==> config.mk <==
export PLATFORM = sky130hd
export DESIGN_NAME = pwm_peripheral
export DESIGN_NICKNAME = d
export VERILOG_FILES = /design/src/rtl/pwm_pkg.sv /design/src/rtl/pwm_timebase.sv /design/src/rtl/pwm_peripheral.sv
export SDC_FILE = /design/constraint.sdc
export NUM_CORES = 1
export LEC_CHECK = 0
export BUFFER_PORTS_ARGS = -buffer_cell sky130_fd_sc_hd__buf_2
export CAP_MARGIN = 20
export CELL_PAD_IN_SITES_DETAIL_PLACEMENT = 1
export CELL_PAD_IN_SITES_GLOBAL_PLACEMENT = 2
export CORE_MARGIN = 5
export CORE_UTILIZATION = 31
export CTS_CLUSTER_DIAMETER = 80
export CTS_CLUSTER_SIZE = 25
export DETAILED_ROUTE_END_ITERATION = 16
export PLACE_DENSITY = 0.82
export SLEW_MARGIN = 20
export SYNTH_ARGS = -nofsm -noshare
export SYNTH_HDL_FRONTEND = slang
export SYNTH_SLANG_ARGS = --single-unit
==> constraint.sdc <==
create_clock -name clk -period 4.7 [get_ports clk]
set_clock_uncertainty 0.15 [all_clocks]
set_input_delay 0.94 -clock clk [delete_from_list [all_inputs] [get_ports clk]]
set_output_delay 0.94 -clock clk [all_outputs]
set_load 0.05 [all_outputs]
==> src/rtl/pwm_pkg.sv <==
// Shared constants and helpers for the 16-channel PWM peripheral.
// Latency: n/a (package only).
// Backpressure: n/a (package only).
package pwm_pkg;

    // Channel count and duty width shared by every PWM block.
    localparam int CH_N                = 16;
    localparam int DUTY_W              = 8;

    // System clocks per PWM count step when the top is not overridden.
    localparam int PWM_CLK_DIV_DEFAULT = 13;

    // Duty code that forces the level permanently high.
    localparam logic [DUTY_W-1:0] DUTY_FULL = 8'hFF;

    // Terminal value of the PWM counter; the period wraps after this step.
    localparam logic [DUTY_W-1:0] CNT_MAX   = 8'hFF;

    // Prescaler width; wide enough for the largest legal divider (65535).
    localparam int PRESC_W             = 16;

    // Comparator: full-scale duty is a constant 1, zero is a constant 0,
    // everything in between is high while the counter is below the duty.
    function automatic logic pwm_level_f(
        input logic [DUTY_W-1:0] cnt,
        input logic [DUTY_W-1:0] duty
    );
        logic level;
        if (duty == DUTY_FULL) begin
            level = 1'b1;
        end else begin
            level = (cnt < duty);
        end
        return level;
    endfunction

    // Per-channel output select: disabled -> 0, static -> 1, PWM -> level.
    function automatic logic [CH_N-1:0] out_sel_f(
        input logic [CH_N-1:0] en_out,
        input logic [CH_N-1:0] en_pwm,
        input logic            level
    );
        logic [CH_N-1:0] sel;
        sel = (en_out & ~en_pwm) | (en_out & en_pwm & {CH_N{level}});
        return sel;
    endfunction

endpackage

==> src/rtl/pwm_timebase.sv <==
// PWM timebase: prescaler, 8-bit period counter, wrap strobe and period_start.
// Latency: wrap is combinational in the last clk of a period; period_start follows it by one clk.
// Backpressure: none; free-running from reset release.
module pwm_timebase
    import pwm_pkg::*;
#(
    parameter int CLK_DIV = PWM_CLK_DIV_DEFAULT
) (
    input  logic              clk,
    input  logic              rst_n,
    output logic [DUTY_W-1:0] pwm_cnt,
    output logic              wrap,
    output logic              period_start
);

    // Last prescaler value; with CLK_DIV==1 this is 0 and tick is always high.
    localparam logic [PRESC_W-1:0] PRESC_LAST = PRESC_W'(CLK_DIV - 1);

    logic [PRESC_W-1:0] presc;
    logic               tick;

    // One count step every CLK_DIV clks, in the clk where the prescaler is at its last value.
    assign tick = (presc == PRESC_LAST);

    // The counter is about to roll 255->0 at the end of this clk.
    assign wrap = tick && (pwm_cnt == CNT_MAX);

    // Prescaler: 0..CLK_DIV-1, back to 0 on tick.
    always_ff @(posedge clk) begin
        if (!rst_n) begin
            presc <= '0;
        end else if (tick) begin
            presc <= '0;
        end else begin
            presc <= presc + 1'b1;
        end
    end

    // Period counter: advances once per tick and rolls over naturally at 255.
    always_ff @(posedge clk) begin
        if (!rst_n) begin
            pwm_cnt <= '0;
        end else if (tick) begin
            pwm_cnt <= pwm_cnt + 1'b1;
        end
    end

    // period_start lands on the first clk of every period after the first,
    // because it is only ever set by a real wrap.
    always_ff @(posedge clk) begin
        if (!rst_n) begin
            period_start <= 1'b0;
        end else begin
            period_start <= wrap;
        end
    end

    // The prescaler never leaves its legal range.
    assert property (@(posedge clk) disable iff (!rst_n) presc <= PRESC_LAST)
        else $error("pwm_timebase: prescaler out of range");

    // period_start is a single-clk pulse (periods are at least 256 clks long).
    assert property (@(posedge clk) disable iff (!rst_n) period_start |=> !period_start)
        else $error("pwm_timebase: period_start longer than one clk");

endmodule

==> src/rtl/pwm_peripheral.sv <==
// 16-channel PWM with one shared duty; optional duty shadow under PWM_DUTY_SHADOW_EN.
// Latency: enable/duty/counter changes reach out one clk later (duty at next period with the shadow).
// Backpressure: none; outputs are registered and always valid.
module pwm_peripheral
    import pwm_pkg::*;
#(
    parameter int CLK_DIV = PWM_CLK_DIV_DEFAULT
) (
    input  logic              clk,
    input  logic              rst_n,
    input  logic [CH_N-1:0]   en_out,
    input  logic [CH_N-1:0]   en_pwm,
    input  logic [DUTY_W-1:0] pwm_duty,
    output logic [CH_N-1:0]   out,
    output logic              period_start
);

    logic [DUTY_W-1:0] pwm_cnt;
    logic              wrap;
    logic [DUTY_W-1:0] duty_eff;
    logic              pwm_level;
    logic [CH_N-1:0]   out_nxt;

    pwm_timebase #(
        .CLK_DIV      (CLK_DIV)
    ) u_timebase (
        .clk          (clk),
        .rst_n        (rst_n),
        .pwm_cnt      (pwm_cnt),
        .wrap         (wrap),
        .period_start (period_start)
    );

`ifdef PWM_DUTY_SHADOW_EN
    logic [DUTY_W-1:0] duty_shadow;

    // Duty is captured only at the period boundary so a mid-period write
    // never produces a truncated or stretched pulse.
    always_ff @(posedge clk) begin
        if (!rst_n) begin
            duty_shadow <= '0;
        end else if (wrap) begin
            duty_shadow <= pwm_duty;
        end
    end

    assign duty_eff = duty_shadow;
`else
    // Without the shadow the register-block value is compared directly.
    assign duty_eff = pwm_duty;
`endif

    // One comparator shared by every channel keeps all PWM edges phase-aligned.
    always_comb begin
        pwm_level = pwm_level_f(pwm_cnt, duty_eff);
        out_nxt   = out_sel_f(en_out, en_pwm, pwm_level);
    end

    // Pad outputs are registered; reset clears them at once, dropping any pulse in flight.
    always_ff @(posedge clk) begin
        if (!rst_n) begin
            out <= '0;
        end else begin
            out <= out_nxt;
        end
    end

    // Every wrap is followed by a period_start pulse in the next clk.
    assert property (@(posedge clk) disable iff (!rst_n) wrap |=> period_start)
        else $error("pwm_peripheral: period_start missing after wrap");

endmodule

# Word level (Yosys, flattened, before mapping)
# Index checks and enable logic that the tools add are counted.
# totals
ff_bits	41
output_inout_bits	17
# op_classes
n_addsub	2
order_cmp	1
eq_ne	3
muxes	1
bitwise	6
reduce_logical	2
# op_table
cell	n
16-bit AND	3
16-bit by 1-bit adder with 16-bit output, second input constant	1
16-bit by 4-bit equality test with 1-bit output, second input constant	1
8-bit equality test, second input constant	2
16-bit inverter	1
16-bit OR	1
8-bit by 1-bit adder with 8-bit output, second input constant	1
8-bit less-than comparator	1
2-bit OR reduction	1
1-bit logical AND	1
1-bit two-way mux	1
1-bit inverter	1

# Logic depth before layout (Yosys ltp)
# Gate-level depths: netlist of the first run.
# logic_depth
ltp_word	4
depth_mapped	7
ltp_nobuf	6

# By module
# Synthesis of the first run repeated with hierarchy kept, for this count alone.
# unflattened
cells_unflattened	204
hier_area_um2	1911.8
# modules_own_cells
module	instances	cells_each	area_per_inst_um2	seq_area_each_um2
pwm_timebase	1	126	1154.9	500.5
pwm_peripheral	1	78	757.0	320.3

# Least setup slack after synthesis of the first run
# No wires, ideal clock.
# synth_path
path_kind	input to register
startpoint	input pwm_duty[6]
endpoint	register out[10]
setup_ns	0.128
arrival_time_ns	2.243
setup_slack_ns	2.178
path_stages	7
path_buffers	1
path_cell_list	inv_1 ha_1 and3_1 o211ai_1 o32ai_2 clkbuf_1 a21oi_1
# synth_between
elab_chain_cells	4
# synth_rtl
item	line	text
start: declaration	pwm_peripheral.sv:13	input logic [DUTY_W-1:0] pwm_duty,
8-bit less-than comparator or 8-bit equality test (tied branches)	pwm_pkg.sv:32, pwm_pkg.sv:29	
1-bit two-way mux *	pwm_pkg.sv:29	if (duty == DUTY_FULL) begin
16-bit AND *	pwm_pkg.sv:44	sel = (en_out & ~en_pwm) | (en_out & en_pwm & {CH_N{level}});
16-bit OR *	pwm_pkg.sv:44	
end signal: assignment	pwm_peripheral.sv:64	out <= out_nxt;
end: declaration	pwm_peripheral.sv:14	output logic [CH_N-1:0] out,
# Mark *: on every way between the ends. The rest lies on a longest branch, timed or not.
# A chain may end at the register's enable or synchronous reset.

# Worst setup path after layout of the first run
# layout_path
startpoint	input pwm_duty[6]
endpoint	register out[6]
# Same word-level chain as after synthesis.

==> impl_metrics.tcl, run 1 <==
set metrics [dict create \
    die_w_um 87.8 \
    ys_types 35 \
    relSlewSlack_pct 31.4 \
    synth-edff-count 0 \
    firstDrtPassIters 4 \
    clockPowerShare_pct 40.0 \
    period_needed_ns 2.64 \
    numCtsBuffers 5 \
    worstMarginPinSlew_ns 1.03 \
    num-nets-final 320 \
    tns_ns 0 \
    final.period_utilization_pct 56.1 \
    ys_warn_count 0 \
    critical_path_required_ns 4.71 \
    cp-start-kind "input port" \
    max-vdd-ir-drop_v 0.000136 \
    wl_um 4810 \
    crit_path_max_incr_delay_ns 0.84 \
    dieHeight_um 87.8 \
    clk_latency_ns 0.30 \
    grt_pass1_vias 1849 \
    clk_pin_slew_worst_paths_ns 0.08 \
    finalSetupViolations 0 \
    grt_pass1_wl_um 8210 \
    p_switching_uw 190 \
    synth_async_sr_flop_share_pct 0 \
    synth_cells 209 \
    hold_class "flip-flop to flip-flop" \
    post-route-cell-area_mm2 0.00234 \
    dp.cells 336 \
    clock_path_buffers 2 \
    route.detailed.vias_per_inst 4.97 \
    crit_arrival_ns 2.64 \
    p_int_uw 543 \
    cts.hold.buffers_added 0 \
    track_usage_pct 13.7 \
    yosysTopAreaCellShare_pct 43.8 \
    setup_slack_ns 2.06 \
    path_max_fanout 16 \
    crit_chain "buf_2, inv_1, ha_1, and3_1, o211ai_1, o32ai_2, a21oi_1" \
    avgRoutedWirePerCell_um 14.0 \
    rsz0062_at_grt "no" \
    run_status "finished, final reports clean" \
    die_area_mm2 0.00770 \
    cap_violations 0 \
    combPwrFrac_pct 10.7 \
    drive_gt1_share_pct 27.5 \
    cts_setup_buffers 0 \
    fp-row-count 28 \
    yosysMostFrequentCell "dfxtp_1" \
    fmax_mhz 379 \
    syn_avg_cell_area_um2 8.97 \
    critical-path-top-delay-family "compound AO/OA/AOI/OAI gates" \
    dp_slack_ns 1.72 \
    core_mm2 0.00589 \
    grt_overflow 0 \
    multi_input_area_um2 983 \
    cts_tree "yes" \
    cp_slowest_cell "o32ai_2" \
    ys_ff_latch 41 \
    routed-via-count 1708 \
    critPathCaptureType "flip-flop" \
    p_leak_nw 1.02 \
    critPathBufInv 2 \
    grt_max_degree 21 \
    ys.flop_type "dfxtp_1" \
    clock-sinks 41 \
    yosysSeqAreaShare_pct 43.8 \
    drc_errors 0 \
    p_seq_share_pct 49.4 \
    whs_ns 0.350 \
    grt_antenna_before_repair 0 \
    n_antenna_cell 0 \
    drt_iter0_drc 37 \
    synth_area_leaders "dfxtp_1 44%, ha_1 6.7%, a21oi_1 6.4%" \
    syn_nets 261 \
    h-tree-depth 2 \
    cts.repair.resized 0 \
    ant_nets 0 \
    finalHoldViolCount 0 \
    fillerInstances 732 \
    io_pins 59 \
    yosysTopAreaCell "dfxtp_1" \
    seq_area_um2 821 \
    instances_no_fill 344 \
    clock-root-buffer "clkbuf_8" \
    yosys-top-cells-count "41 x dfxtp_1, 24 x a21oi_1, 24 x nand2_1" \
    dp_hpwl_um 3650 \
    crit_type "input port to flip-flop" \
    port_buffers 58 \
    slew_violations 0 \
    switching_share_pct 25.9 \
    routabilityCongestion 0.759 \
    placed_area_mm2 0.00223 \
    initial_core_util_pct 31.8 \
    p_per_area_mw_per_mm2 313 \
    areaGrowthSynthToFinish_pct 25.1 \
    syn_area_mm2 0.00187 \
]
==> power groups by stage <==
| stage | clock, mW | sequential [mW] | combinational, mW |
|---|---|---|---|
| final | 0.293 | 0.362 | 0.0782 |
| after global routing | 0.315 | 0.364 | 0.0858 |
| after CTS | 0.302 | 0.362 | 0.0796 |
| after detailed placement | 0 | 0.370 | 0.0794 |
| after global placement | 0 | 0.370 | 0.0780 |
| after floorplan | 0 | 0.395 | 0.0229 |
==> registers in the layout (all words and copies together), names as in the netlist <==
name / count
out: 16
u_timebase.presc: 16
u_timebase.pwm_cnt: 8
u_timebase.period_start: 1
==> cells by family (layout without fill, tap and decap cells) <==
| group | count (synthesis) | in the layout | share of synthesized area (%) |
|---|---|---|---|
| compound gates | 38 | 38 | 12.4 |
| simple gates | 88 | 88 | 26.8 |
| mux | 1 | 1 | 0.534 |
| buf+inv | 18 | 78 | 3.74 |
| flops | 41 | 41 | 43.8 |
| xor+xnor | 13 | 13 | 6.07 |
| fa+ha+maj | 10 | 10 | 6.68 |
==> per-stage QoR <==
| stage | total power [mW] | utilization [%] |
|---|---|---|
| after detailed placement | 0.449 | 37.9 |
| after global placement | 0.448 | 37.9 |
| after floorplan | 0.418 | - |
| after global routing | 0.764 | 39.8 |
| final | 0.733 | 39.8 |
| after CTS | 0.744 | 39.8 |
==> layout make-up <==
type                            instances  share of cell area, %
Multi-Input combinational cell        150                   41.9
Sequential cell                        41                   35.0
Timing Repair Buffer                   58                   12.4
Tap cell                               75                   4.00
Clock buffer                            6                   3.09
Inverter                               12                   1.92
Clock inverter                          2                   1.65
==> cell usage in the layout (no fill, tap or decap), types with 2 or more instances in the layout <==
master,instances
dfxtp_1,41
nor4_1,3
nand4_1,8
ha_1,10
and4bb_2,2
nand2_1,24
o21ai_0,2
xor2_1,8
a21oi_1,24
nand3_1,10
or3_1,2
nor2_1,17
clkbuf_8,5
nor3_1,4
xnor2_1,5
inv_1,12
o31ai_1,6
and3_1,2
or4_1,6
nand4_2,2
buf_2,58
and4_1,2
==> metal layers <==
metal | vias to the layer above | GRT usage (%) | part of all wire (%) | wire (um)
met2 | 50 | 21.9 | 45 | 2150
met4 | 0 | 5.02 | 1.0 | 50
met1 | 791 | 16.0 | 45 | 2160
li1 | 862 | - | - | -
met3 | 5 | 6.49 | 9.3 | 448
met5 | - | 0 | 0 | 0
==> worst paths after layout <==
| check | endpoint | slack (ns) | cells after the start | start |
|---|---|---|---|---|
| setup / recovery | out[6] | 2.06 | 7 | pwm_duty[6] |
| hold / removal | u_timebase.presc[0] | 0.35 | 1 | u_timebase.presc[0] |
| setup reg to reg | out[6] | 2.46 | 5 | u_timebase.pwm_cnt[6] |
| hold reg to reg | u_timebase.presc[0] | 0.35 | 1 | u_timebase.presc[0] |
No activity file was read; power rests on OpenSTA's default activity.
==> run 2, diff against run 1 <==
- CORE_UTILIZATION: 31 -> 26
- PLACE_DENSITY: 0.82 -> 0.73
- clock period: 4.7 -> 2.4 ns (I/O delays scaled with it)
==> run 2 against run 1 <==
Against the previous run:
- combinational power is 99% higher
- routed wire length grew 1.5%
- die area increased by 17%
- register-to-register slack got worse by 2.2 ns
- core utilization down 6.4 points
- via count down 0.23%
- worst setup slack lost 1.8 ns
- non-clock buffer count is 1 higher
- total power rose by 93%
- critical path depth decreased by 3
- first-iteration DRC count increased by 84%
- critical path type is now flip-flop to flip-flop
- largest cell class unchanged
- largest power group unchanged
==> impl_metrics.tcl, run 2 (synthesis results as in run 1) <==
set metrics [dict create \
    run_status "finished, final reports clean" \
    cts_setup_buffers 0 \
    global_route.usage.met1_pct 13.0 \
    reg.largest.list "out: 16 flops, u_timebase.presc: 16 flops, u_timebase.pwm_cnt: 8 flops" \
    critPathBufInv 0 \
    ant_nets 0 \
    whs_endpoint "out[15]" \
    areaGrowthSynthToFinish_pct 27.3 \
    grt_pass1_wl_um 7980 \
    drive_gt1_share_pct 27.9 \
    avgRoutedWirePerCell_um 13.3 \
    routed-via-count 1704 \
    gr-usage-met2_pct 18.3 \
    clock-sinks 41 \
    final.period_utilization_pct 90.6 \
    hp-start "en_pwm[15]" \
    grt_antenna_before_repair 0 \
    routabilityCongestion 0.736 \
    crit_chain "ha_1, a2111oi_0, o32ai_4, a21oi_1" \
    cts_tree "yes" \
    worstReg2RegEnd "out[12]" \
    period_needed_ns 2.17 \
    core_mm2 0.00714 \
    cp-start-kind "flip-flop" \
    num-nets-final 321 \
    port_buffers 58 \
    critical-path-top-delay-family "compound AO/OA/AOI/OAI gates" \
    reg2reg_setup_slack_ns 0.23 \
    final_common_cell "buf_2" \
    dp_hpwl_um 3800 \
    die_area_mm2 0.00901 \
    post-route-cell-area_mm2 0.00239 \
    worstRegToRegCells 4 \
    relSlewSlack_pct 44.6 \
    clock_path_buffers 2 \
    use_met3_pct 5.58 \
    critPathCaptureType "flip-flop" \
    p_leak_nw 1.03 \
    h-tree-depth 2 \
    drt_iter0_drc 68 \
    min_delay_path_depth 2 \
    fp-row-count 31 \
    fmax_mhz 460 \
    crit_path_max_incr_delay_ns 0.72 \
    crit_arrival_ns 2.25 \
    max-vdd-ir-drop_v 0.000179 \
    layout_common_cells "58 x buf_2, 41 x dfxtp_1, 24 x nand2_1, 24 x a21oi_1, 17 x nor2_1" \
    finalSetupViolations 0 \
    worstMarginPinSlew_ns 0.810 \
    p_per_area_mw_per_mm2 593 \
    hold_class "input port to flip-flop" \
    cp_slowest_cell "a2111oi_0" \
    grt_overflow 0 \
    track_usage_pct 11.3 \
    placed_area_mm2 0.00227 \
    route.detailed.vias_per_inst 4.63 \
    finalHoldViolCount 0 \
    grt_pass1_vias 1776 \
    grt.busiest_layer "met2" \
    die_w_um 94.9 \
    grt_max_degree 21 \
    numCtsBuffers 5 \
    clk_pin_slew_worst_paths_ns 0.08 \
    slew_violations 0 \
    path_max_fanout 16 \
    whs_ns 0.194 \
    clk_latency_ns 0.30 \
    crit_type "flip-flop to flip-flop" \
    initial_core_util_pct 26.3 \
    io_pins 59 \
    firstDrtPassIters 3 \
    reg2reg_from "u_timebase.pwm_cnt[1]" \
    n_antenna_cell 0 \
    dieHeight_um 94.9 \
    clock-root-buffer "clkbuf_8" \
    wl_um 4890 \
    rsz0062_at_grt "no" \
    cap_violations 0 \
    drc_errors 0 \
    critical_path_required_ns 2.48 \
]
[run 2: cell count changes in the layout (fill, tap and decap cells not counted), sizes merged]
| cell | previous run | this run |
|---|---|---|
| clkbuf | 6 | 5 |
| buf | 58 | 59 |
[run 2: how the worst max path moves through the flow]
stage                           from      end  slack [ns]  cells after the start
4_1_cts        u_timebase.pwm_cnt[6]   out[2]        0.09                      5
3_3_place_gp             pwm_duty[6]   out[7]       -0.08                      7
3_5_place_dp             pwm_duty[6]   out[2]       -0.17                      7
5_1_grt        u_timebase.pwm_cnt[1]  out[10]        0.03                      4
2_1_floorplan            pwm_duty[6]  out[10]        0.34                      7
6_report       u_timebase.pwm_cnt[1]  out[12]        0.23                      4
[run 2: per-layer routing]
layer / share of wire, % / routed length [um] / up-vias
met4: 1.5 / 74 / 0
met5: 0 / 0 / -
li1: - / - / 862
met2: 44 / 2130 / 51
met3: 9.3 / 456 / 6
met1: 46 / 2230 / 785
[run 2: worst reg2reg max path, stage by stage, from the launching register on]
cell       delay [ns]
dfxtp_1          0.43
ha_1             0.26
a2111oi_0        0.72
o32ai_4          0.32
a21oi_1          0.22
[run 2: area by class of cell]
| cell class | instances | area, um^2 |
|---|---|---|
| clock buffer | 5 | 68.8 |
| multi-input combinational | 150 | 995 |
| inverter | 12 | 45.0 |
| tap | 99 | 124 |
| sequential | 41 | 821 |
| fill | 891 | 4750 |
| timing repair buffer | 59 | 298 |
| clock inverter | 2 | 35.0 |
[run 2: metrics by stage]
step | power, mW | cells | setup TNS [ns] | setup slack, ns | utilization [%]
global placement | 0.881 | 361 | -1.12 | -0.0761 | 31.8
floorplan | 0.819 | 209 | 0 | 0.338 | -
detailed placement | 0.883 | 361 | -2.33 | -0.166 | 31.8
finish | 1.42 | 368 | 0 | 0.226 | 33.4
CTS | 1.44 | 368 | 0 | 0.0909 | 33.3
global route | 1.47 | 368 | 0 | 0.0349 | 33.4
[run 2: power breakdown]
group          leakage, nW  internal (mW)  switching, mW
Clock               0.0540          0.303          0.248
Combinational        0.636         0.0547          0.101
Sequential           0.335          0.698         0.0111
[run 2: timing repair]
item / in CTS / in global routing
hold buffers: 0 / 0
resized for setup: 0 / 1
setup endpoints to repair: 0 / 14
